File: config.mk
export PLATFORM = sky130hd
export DESIGN_NAME = ahb_slave_responder
export DESIGN_NICKNAME = d
export VERILOG_FILES = /design/src/rtl/ahb_pkg.sv /design/src/rtl/ahb_slave_mem.sv /design/src/rtl/ahb_slave_responder.sv
export SDC_FILE = /design/constraint.sdc
export NUM_CORES = 1
export LEC_CHECK = 0
export BUFFER_PORTS_ARGS = -buffer_cell sky130_fd_sc_hd__buf_4
export CAP_MARGIN = 0
export CORE_ASPECT_RATIO = 0.7
export CORE_MARGIN = 2
export CORE_UTILIZATION = 40
export DETAILED_ROUTE_END_ITERATION = 12
export SLEW_MARGIN = 20
export SYNTH_ARGS = -nofsm -noshare
export SYNTH_HDL_FRONTEND = slang
export SYNTH_SLANG_ARGS = --single-unit
export TNS_END_PERCENT = 30
File: constraint.sdc
create_clock -name hclk -period 4.4 [get_ports hclk]
set_input_delay 0.22 -clock hclk [delete_from_list [all_inputs] [get_ports hclk]]
set_output_delay 0.22 -clock hclk [all_outputs]
set_load 0.01 [all_outputs]
File: src/rtl/ahb_pkg.sv
// Shared AHB-Lite encodings, FSM state type and byte-lane helper for the responder.
package ahb_pkg;

  localparam logic [1:0] HTRANS_IDLE   = 2'b00;
  localparam logic [1:0] HTRANS_BUSY   = 2'b01;
  localparam logic [1:0] HTRANS_NONSEQ = 2'b10;
  localparam logic [1:0] HTRANS_SEQ    = 2'b11;

  localparam logic [1:0] HRESP_OKAY  = 2'b00;
  localparam logic [1:0] HRESP_ERROR = 2'b01;

  localparam logic [2:0] HSIZE_BYTE = 3'b000;
  localparam logic [2:0] HSIZE_HALF = 3'b001;
  localparam logic [2:0] HSIZE_WORD = 3'b010;

  localparam int unsigned CNT_W = 3;

  typedef enum logic [2:0] {
    ST_IDLE = 3'd0,
    ST_WAIT = 3'd1,
    ST_DATA = 3'd2,
    ST_ERR1 = 3'd3,
    ST_ERR2 = 3'd4
  } ahb_state_e;

  // Little-endian byte enables for an aligned transfer.
  function automatic logic [3:0] lane_mask(input logic [2:0] size, input logic [1:0] off);
    case (size)
      HSIZE_BYTE: return 4'b0001 << off;
      HSIZE_HALF: return off[1] ? 4'b1100 : 4'b0011;
      default:    return 4'b1111;
    endcase
  endfunction

endpackage

File: src/rtl/ahb_slave_mem.sv
// Word-organised store: async-reset clear, byte-enable write, combinational read.
module ahb_slave_mem #(
  parameter int unsigned DEPTH = 16,
  parameter int unsigned IDX_W = 4
) (
  input  logic             clk,
  input  logic             rst_n,
  input  logic [3:0]       be,
  input  logic [IDX_W-1:0] waddr,
  input  logic [31:0]      wdata,
  input  logic [IDX_W-1:0] raddr,
  output logic [31:0]      rdata
);

  logic [31:0] mem [DEPTH];

  always_ff @(posedge clk or negedge rst_n) begin
    if (!rst_n) begin
      for (int i = 0; i < int'(DEPTH); i++) mem[i] <= '0;
    end else begin
      for (int b = 0; b < 4; b++) begin
        if (be[b]) mem[waddr][8*b +: 8] <= wdata[8*b +: 8];
      end
    end
  end

  assign rdata = mem[raddr];

endmodule

File: src/rtl/ahb_slave_responder.sv
// AHB-Lite responder: window decode, error check, wait-state FSM, byte-lane store access.
module ahb_slave_responder
  import ahb_pkg::*;
#(
  parameter logic [31:0] BASE_ADDR   = 32'h8000_0000,
  parameter int unsigned DEPTH       = 16,
  parameter int unsigned WAIT_STATES = 0
) (
  input  logic        hclk,
  input  logic        hresetn,
  input  logic        hreadyin,
  input  logic [1:0]  htrans,
  input  logic        hwrite,
  input  logic [2:0]  hsize,
  input  logic [2:0]  hburst,
  input  logic [31:0] haddr,
  input  logic [31:0] hwdata,
  output logic [31:0] hrdata,
  output logic        hreadyout,
  output logic [1:0]  hresp
);

  localparam int unsigned IDX_W = (DEPTH > 1) ? $clog2(DEPTH) : 1;
  localparam int unsigned LIMIT = DEPTH * 4;

  ahb_state_e       state_q, state_d;
  logic [CNT_W-1:0] cnt_q, cnt_d;
  logic [IDX_W-1:0] idx_q;
  logic [1:0]       off_q;
  logic [2:0]       size_q;
  logic             wr_q;
  logic             sel, bad, load;
  logic [3:0]       be;
  logic [31:0]      rd_word;

  logic unused_ok;
  assign unused_ok = ^{hburst, htrans[0]};

  // Address phase is only taken when the previous data phase is finishing.
  assign sel = hreadyin && htrans[1] && (haddr[31:16] == BASE_ADDR[31:16]) &&
               (state_q == ST_IDLE || state_q == ST_DATA || state_q == ST_ERR2);

  assign bad = (hsize > HSIZE_WORD) ||
               ((hsize == HSIZE_HALF) && haddr[0]) ||
               ((hsize == HSIZE_WORD) && (haddr[1:0] != 2'b00)) ||
               (32'(haddr[15:0]) >= LIMIT);

  always_comb begin
    state_d = state_q;
    cnt_d   = cnt_q;
    load    = 1'b0;
    case (state_q)
      ST_IDLE, ST_DATA, ST_ERR2: begin
        state_d = ST_IDLE;
        if (sel) begin
          load = 1'b1;
          if (bad) begin
            state_d = ST_ERR1;
          end else if (WAIT_STATES > 0) begin
            state_d = ST_WAIT;
            cnt_d   = CNT_W'(WAIT_STATES);
          end else begin
            state_d = ST_DATA;
          end
        end
      end
      ST_WAIT: begin
        if (cnt_q <= CNT_W'(1)) state_d = ST_DATA;
        else                    cnt_d   = cnt_q - CNT_W'(1);
      end
      ST_ERR1: state_d = ST_ERR2;
      default: state_d = ST_IDLE;
    endcase
  end

  always_ff @(posedge hclk or negedge hresetn) begin
    if (!hresetn) begin
      state_q   <= ST_IDLE;
      cnt_q     <= '0;
      idx_q     <= '0;
      off_q     <= '0;
      size_q    <= '0;
      wr_q      <= 1'b0;
      hreadyout <= 1'b1;
      hresp     <= HRESP_OKAY;
    end else begin
      state_q   <= state_d;
      cnt_q     <= cnt_d;
      hreadyout <= !(state_d == ST_WAIT || state_d == ST_ERR1);
      hresp     <= (state_d == ST_ERR1 || state_d == ST_ERR2) ? HRESP_ERROR : HRESP_OKAY;
      if (load) begin
        idx_q  <= haddr[IDX_W+1:2];
        off_q  <= haddr[1:0];
        size_q <= hsize;
        wr_q   <= hwrite;
      end
    end
  end

  // Writes commit on the edge that ends the DATA cycle.
  assign be = (state_q == ST_DATA && wr_q) ? lane_mask(size_q, off_q) : 4'b0000;

  ahb_slave_mem #(
    .DEPTH (DEPTH),
    .IDX_W (IDX_W)
  ) u_mem (
    .clk   (hclk),
    .rst_n (hresetn),
    .be    (be),
    .waddr (idx_q),
    .wdata (hwdata),
    .raddr (idx_q),
    .rdata (rd_word)
  );

  assign hrdata = (state_q == ST_DATA) ? rd_word : 32'h0;

endmodule

==> results of run 1 <==
-- sequential cells by signal, indices dropped and copies added, names as in the netlist --
signal     cells
size_q         3
idx_q          4
off_q          2
u_mem.mem    512
hresp          1
hreadyout      1
state_q        3
wr_q           1
cnt_q          3
-- layout make-up --
type	instances	area [um^2]
Timing Repair Buffer	168	1460
Inverter	3	11.3
Tap cell	808	1010
Fill cell	5261	31900
Multi-Input combinational cell	882	10500
Clock inverter	6	87.6
Clock buffer	84	1550
Sequential cell	530	13300
-- layer usage --
metal | wire, um | vias up
met1 | 26800 | 7332
met4 | 1120 | 0
met2 | 26100 | 226
met3 | 2930 | 71
met5 | 0 | -
li1 | - | 5957
-- power by group --
part	internal [uW]	switching [uW]	total, uW
combinational	210	221	430
clock	2510	1860	4370
sequential	5000	61.4	5070
total	7720	2150	9870
-- cell usage after synthesis, types with 2 or more instances --
cell	count	share of area [%]
nand4_1	4	0.10
a22oi_1	32	0.99
nand2b_1	9	0.23
buf_2	27	0.56
mux2_2	518	24
buf_1	8	0.12
nor3_4	10	0.67
nand3_1	22	0.46
o21a_1	3	0.093
nor4_1	7	0.18
mux2_1	4	0.19
nor2_2	2	0.052
o21ai_0	38	0.79
nor3_1	3	0.062
mux2i_1	32	1.3
nor2b_1	5	0.13
ha_1	2	0.10
a21oi_2	2	0.073
nand3b_1	2	0.062
mux4_2	128	12
or2_2	2	0.052
clkbuf_1	64	0.99
nor3b_1	5	0.16
or3_1	2	0.052
buf_4	3	0.093
dfrtp_1	529	55
nor2_1	9	0.14
nand2_1	15	0.23
nor3_2	14	0.58
inv_1	3	0.047
-- how the worst max path moves through the flow --
stage,startpoint,to,slack (ps)
floorplan,idx_q[0],hrdata[0],2220
global placement,idx_q[1],u_mem.mem[479],1090
detailed placement,idx_q[1],u_mem.mem[479],1030
CTS,idx_q[1],u_mem.mem[479],990
global route,idx_q[1],u_mem.mem[467],850
finish,idx_q[1],u_mem.mem[479],980
-- stage by stage --
stage	hold WS [ps]	utilization (%)	total power, uW	std cells
2_1_floorplan	-75.6	-	5320	1517
3_3_place_gp	360	43.2	5540	2350
3_5_place_dp	369	43.2	5560	2350
4_1_cts	0.891	46.6	10000	2481
5_1_grt	16.2	46.6	10300	2481
6_report	25.1	46.6	9870	2481
-- cell families (layout without fill, tap and decap cells) --
group	Yosys count	after routing	synth area share [%]
mux	682	682	37.6
buf+inv	105	261	1.82
simple gates	116	116	3.40
xor+xnor	1	1	0.0363
compound gates	80	80	2.09
flops	530	530	54.9
other cells	1	1	0.0155
fa+ha+maj	2	2	0.104
==> results.sh, run 1 <==
export IMPL_fin_nets=1714
export IMPL_final_setup_skew_ps=21.3
export IMPL_setup_viol=0
export IMPL_hold_viol_final=0
export IMPL_fin_area_mm2=0.0279
export IMPL_clkSinkCount=530
export IMPL_final_max_slew_viol_count=0
export IMPL_cp_arrival_ps=3890
export IMPL_layout_commonest_cell="dfrtp_1"
export IMPL_die_x_um=298
export IMPL_cts_repair_resized=0
export IMPL_drive_gt1_share_pct=52.9
export IMPL_r2r_end="u_mem.mem[479]"
export IMPL_finalCritPeriodShare_pct=77.7
export IMPL_grt_pass1_wl_um=89400
export IMPL_critPathKind="register to register"
export IMPL_grt_pass1_vias=14552
export IMPL_hold_path_class="primary input to register"
export IMPL_hp_start="hwdata[26]"
export IMPL_die_h_um=210
export IMPL_area_growth_pct=15.3
export IMPL_cts_buffer_depth=3
export IMPL_ant_nets=0
export IMPL_rsz0062_at_grt="false"
export IMPL_via_per_inst=5.48
export IMPL_post_dp_cell_area_mm2=0.0258
export IMPL_synthArstFlopShare_pct=100
export IMPL_p_leak_uw=0.0119
export IMPL_slowest_stage="nor4_1"
export IMPL_max_stage_delay_ps=890
export IMPL_yosysWarnings=0
export IMPL_clk_pin_slew_ps=70
export IMPL_met3_usage_pct=3.05
export IMPL_max_slew_margin_rel_pct=28.8
export IMPL_reg2reg_slack_ps=980
export IMPL_min_to="u_mem.mem[218]"
export IMPL_gp_congestion=0.720
export IMPL_cp_cell_sequence="nand2b_1 -> nor4_1 -> nand2_1 -> mux2_2"
export IMPL_holdBufCountCts=41
export IMPL_syn_avg_cell_area_um2=15.9
export IMPL_cts_tree="yes"
export IMPL_drt_wl_total_um=57000
export IMPL_layout_common_cells="dfrtp_1, mux2_2, mux4_2"
export IMPL_drtIter0Drc=798
export IMPL_critPathBufInv=0
export IMPL_cp_data_required_time_ps=4870
export IMPL_worstHoldPathCells=2
export IMPL_rows=75
export IMPL_worstRegToRegCells=4
export IMPL_numCtsBuffers=51
export IMPL_drc=0
export IMPL_antenna_found_initial=0
export IMPL_synth_area_mm2=0.0241
export IMPL_io_pins=111
export IMPL_min_period_ps=3420
export IMPL_initial_core_util_pct=40.4
export IMPL_cap_violations=0
export IMPL_cp_top_family="simple AND/OR/NAND/NOR gates"
export IMPL_dr_total_vias=13586
export IMPL_synth_distinct_cells=43
export IMPL_port_buffers=105
export IMPL_yosysSeqAreaShare_pct=54.9
export IMPL_place_ws_ps=1030
export IMPL_die_area_mm2=0.0624
export IMPL_endpoint_kind="register"
export IMPL_tns_ps=0
export IMPL_clk_latency_ps=590
export IMPL_worst_path_stages=4
export IMPL_hpwl_um=35600
export IMPL_fmax_mhz=292
export IMPL_fin_ws_ps=980
export IMPL_critical_path_peak_fanout=40
export IMPL_ys_ff_latch=530
export IMPL_use_met1_pct=27.6
export IMPL_first_pass_iters=4
export IMPL_cts_max_level=2
export IMPL_synth_edff_count=0
export IMPL_global_route_usage_met2_pct=28.9
export IMPL_core_mm2=0.0598
export IMPL_status="finished clean"
export IMPL_powerDensity_mw_per_mm2=354
export IMPL_synth_main_ff_cell="dfrtp_1"
export IMPL_grt_busiest_layer="met2"
export IMPL_grt_overflow=0
export IMPL_syn_num_nets=1595
export IMPL_synthCells=1517
export IMPL_r2r_start="idx_q[1]"
export IMPL_start_kind="register"
export IMPL_diodes=0
export IMPL_irDropWorstVdd_uv=196
export IMPL_root_buffer="clkbuf_16"
export IMPL_cts_setup_buffers=0
export IMPL_grt_max_degree=117
export IMPL_routedWlPerCell_um=23.0
export IMPL_grtUsageTotal_pct=18.7
export IMPL_worst_slew_pin_slew_ps=1070
Note: power is estimated with default switching activity, not from simulation.
==> run 2, diff against run 1 <==
==> constraint.sdc (replaced) <==
create_clock -name hclk -period 3.1 [get_ports hclk]
set_input_delay 0.155 -clock hclk [delete_from_list [all_inputs] [get_ports hclk]]
set_output_delay 0.155 -clock hclk [all_outputs]
set_load 0.01 [all_outputs]
==> results.sh, run 2 (same netlist as run 1, synthesis figures left out) <==
export IMPL_status="finished clean"
export IMPL_regMostFlops="u_mem.mem"
export IMPL_slowest_stage="dfrtp_4"
export IMPL_grt_overflow=0
export IMPL_reg_top3="u_mem.mem: 512 flops, idx_q: 4 flops"
export IMPL_setup_viol=0
export IMPL_core_mm2=0.0598
export IMPL_first_pass_iters=6
export IMPL_layout_commonest_cell="dfrtp_1"
export IMPL_diodes=0
export IMPL_drtIter0Drc=812
export IMPL_rows=75
export IMPL_start_kind="register"
export IMPL_hold_path_class="primary input to register"
export IMPL_cts_tree="yes"
export IMPL_grt_max_degree=88
export IMPL_rsz0062_at_grt="false"
export IMPL_drc=0
export IMPL_worst_slew_pin_slew_ps=780
export IMPL_max_slew_margin_rel_pct=47.9
export IMPL_min_period_ps=2930
export IMPL_drive_gt1_share_pct=55.0
export IMPL_die_x_um=298
export IMPL_port_buffers=105
export IMPL_post_dp_cell_area_mm2=0.0263
export IMPL_largest_reg_flops=512
export IMPL_clk_latency_ps=580
export IMPL_endpoint_kind="output pin"
export IMPL_ant_nets=0
export IMPL_multi_input_area_mm2=0.0105
export IMPL_layout_common_cells="dfrtp_1, mux2_2, buf_4"
export IMPL_cts_max_level=2
export IMPL_via_per_inst=5.49
export IMPL_die_area_mm2=0.0624
export IMPL_cap_violations=0
export IMPL_tns_ps=0
export IMPL_worstRegToRegCells=6
export IMPL_critical_path_peak_fanout=24
export IMPL_place_ws_ps=380
export IMPL_grt_pass1_wl_um=90500
export IMPL_grtUsageTotal_pct=18.8
export IMPL_final_setup_skew_ps=12.8
export IMPL_hpwl_um=36900
export IMPL_hold_viol_final=0
export IMPL_crit_path_end="hrdata[30]"
export IMPL_antenna_found_initial=0
export IMPL_r2r_start="idx_q[0]"
export IMPL_numCtsBuffers=50
export IMPL_fin_ws_ps=172
export IMPL_regArea_mm2=0.0133
export IMPL_r2r_end="u_mem.mem[419]"
export IMPL_area_growth_pct=18.1
export IMPL_final_max_slew_viol_count=0
export IMPL_crit_top_cell="buf_4"
export IMPL_fin_nets=1779
export IMPL_utilization_pct=47.7
export IMPL_fin_area_mm2=0.0285
export IMPL_clkSinkCount=530
export IMPL_cp_data_required_time_ps=2940
export IMPL_irDropWorstVdd_uv=277
export IMPL_finalCritPeriodShare_pct=94.5
export IMPL_drt_wl_total_um=57300
export IMPL_fmax_mhz=341
export IMPL_powerDensity_mw_per_mm2=500
export IMPL_cts_buffer_depth=3
export IMPL_p_leak_uw=0.0123
export IMPL_dr_total_vias=13997
export IMPL_die_h_um=210
export IMPL_cp_cell_sequence="buf_4 -> mux4_2 -> a22oi_1 -> o21ai_0 -> buf_4"
export IMPL_root_buffer="clkbuf_16"
export IMPL_io_pins=111
export IMPL_max_stage_delay_ps=680
export IMPL_gp_congestion=0.739
export IMPL_cp_arrival_ps=2770
export IMPL_fill_cells=5147
export IMPL_routedWlPerCell_um=22.5
export IMPL_grt_pass1_vias=15002
export IMPL_clk_pin_slew_ps=60
export IMPL_initial_core_util_pct=40.4
export IMPL_critPathKind="register to output pin"
export IMPL_reg2reg_slack_ps=300
export IMPL_worstSetupStartpoint="idx_q[1]"
export IMPL_cts_repair_resized=0
[run 2: cell types whose count changed in the layout (fill, tap and decap cells not counted)]
| cell | before | now |
|---|---|---|
| clkbuf_16 | 51 | 53 |
| inv_6 | 2 | 0 |
| clkinv_2 | 2 | 8 |
| buf_4 | 119 | 178 |
| clkbuf_8 | 15 | 13 |
| clkinvlp_4 | 0 | 3 |
| bufinv_16 | 2 | 4 |
| clkbuf_1 | 18 | 12 |
| dlygate4sd3_1 | 41 | 43 |
| clkinv_4 | 0 | 1 |
| buf_12 | 7 | 12 |
[run 2: layout make-up]
cell class / count / area share (%)
sequential: 530 / 46.5
tap: 808 / 3.55
clock inverter: 16 / 0.671
timing repair buffer: 234 / 7.09
multi-input combinational: 882 / 36.7
clock buffer: 78 / 5.44
inverter: 3 / 0.0395
[run 2: power breakdown]
part	leakage (uW)	internal [uW]	switching [uW]
sequential	0.00675	7100	86.7
combinational	0.00471	306	315
clock	0.000853	3780	2680
total	0.0123	11200	3080
[run 2: through the flow]
| step | hold WS (ps) | instances | total power (uW) |
|---|---|---|---|
| finish | 42.5 | 2551 | 14300 |
| global placement | 220 | 2411 | 7870 |
| detailed placement | 230 | 2411 | 7900 |
| global route | 54.7 | 2551 | 14800 |
| floorplan | -141 | 1517 | 7560 |
| CTS | 1.09 | 2551 | 14400 |
[run 2: what timing repair did]
| item | 4_1_cts | 5_1_grt |
|---|---|---|
| hold endpoints to repair | 596 | 0 |
| setup buffers | 3 | 0 |
| hold buffers | 43 | 0 |
| setup endpoints to repair | 2 | 0 |
[run 2: metal layers]
metal  GRT usage [%]  part of all wire [%]
met1            27.5                    48
met2            29.1                    46
met3            3.05                   3.7
met4            5.12                   2.5
met5               0                     0
[run 2: how the worst min path moves through the flow]
stage              start        endpoint  slack (ps)  cells after the start
2_1_floorplan    hresetn        cnt_q[0]        -140                      0
3_3_place_gp     hresetn  u_mem.mem[305]         220                      1
3_5_place_dp     hresetn  u_mem.mem[305]         230                      1
4_1_cts        haddr[21]      state_q[1]           1                      5
5_1_grt        htrans[1]      state_q[1]          50                      4
6_report       haddr[21]      state_q[1]          40                      5
[run 2: worst max-delay path, delay by kind of cell, from the launching register on]
| kind | cells | cell delay, ps |
|---|---|---|
| flops | 1 | 680 |
| buf+inv | 2 | 590 |
| compound gates | 2 | 550 |
| mux | 1 | 350 |
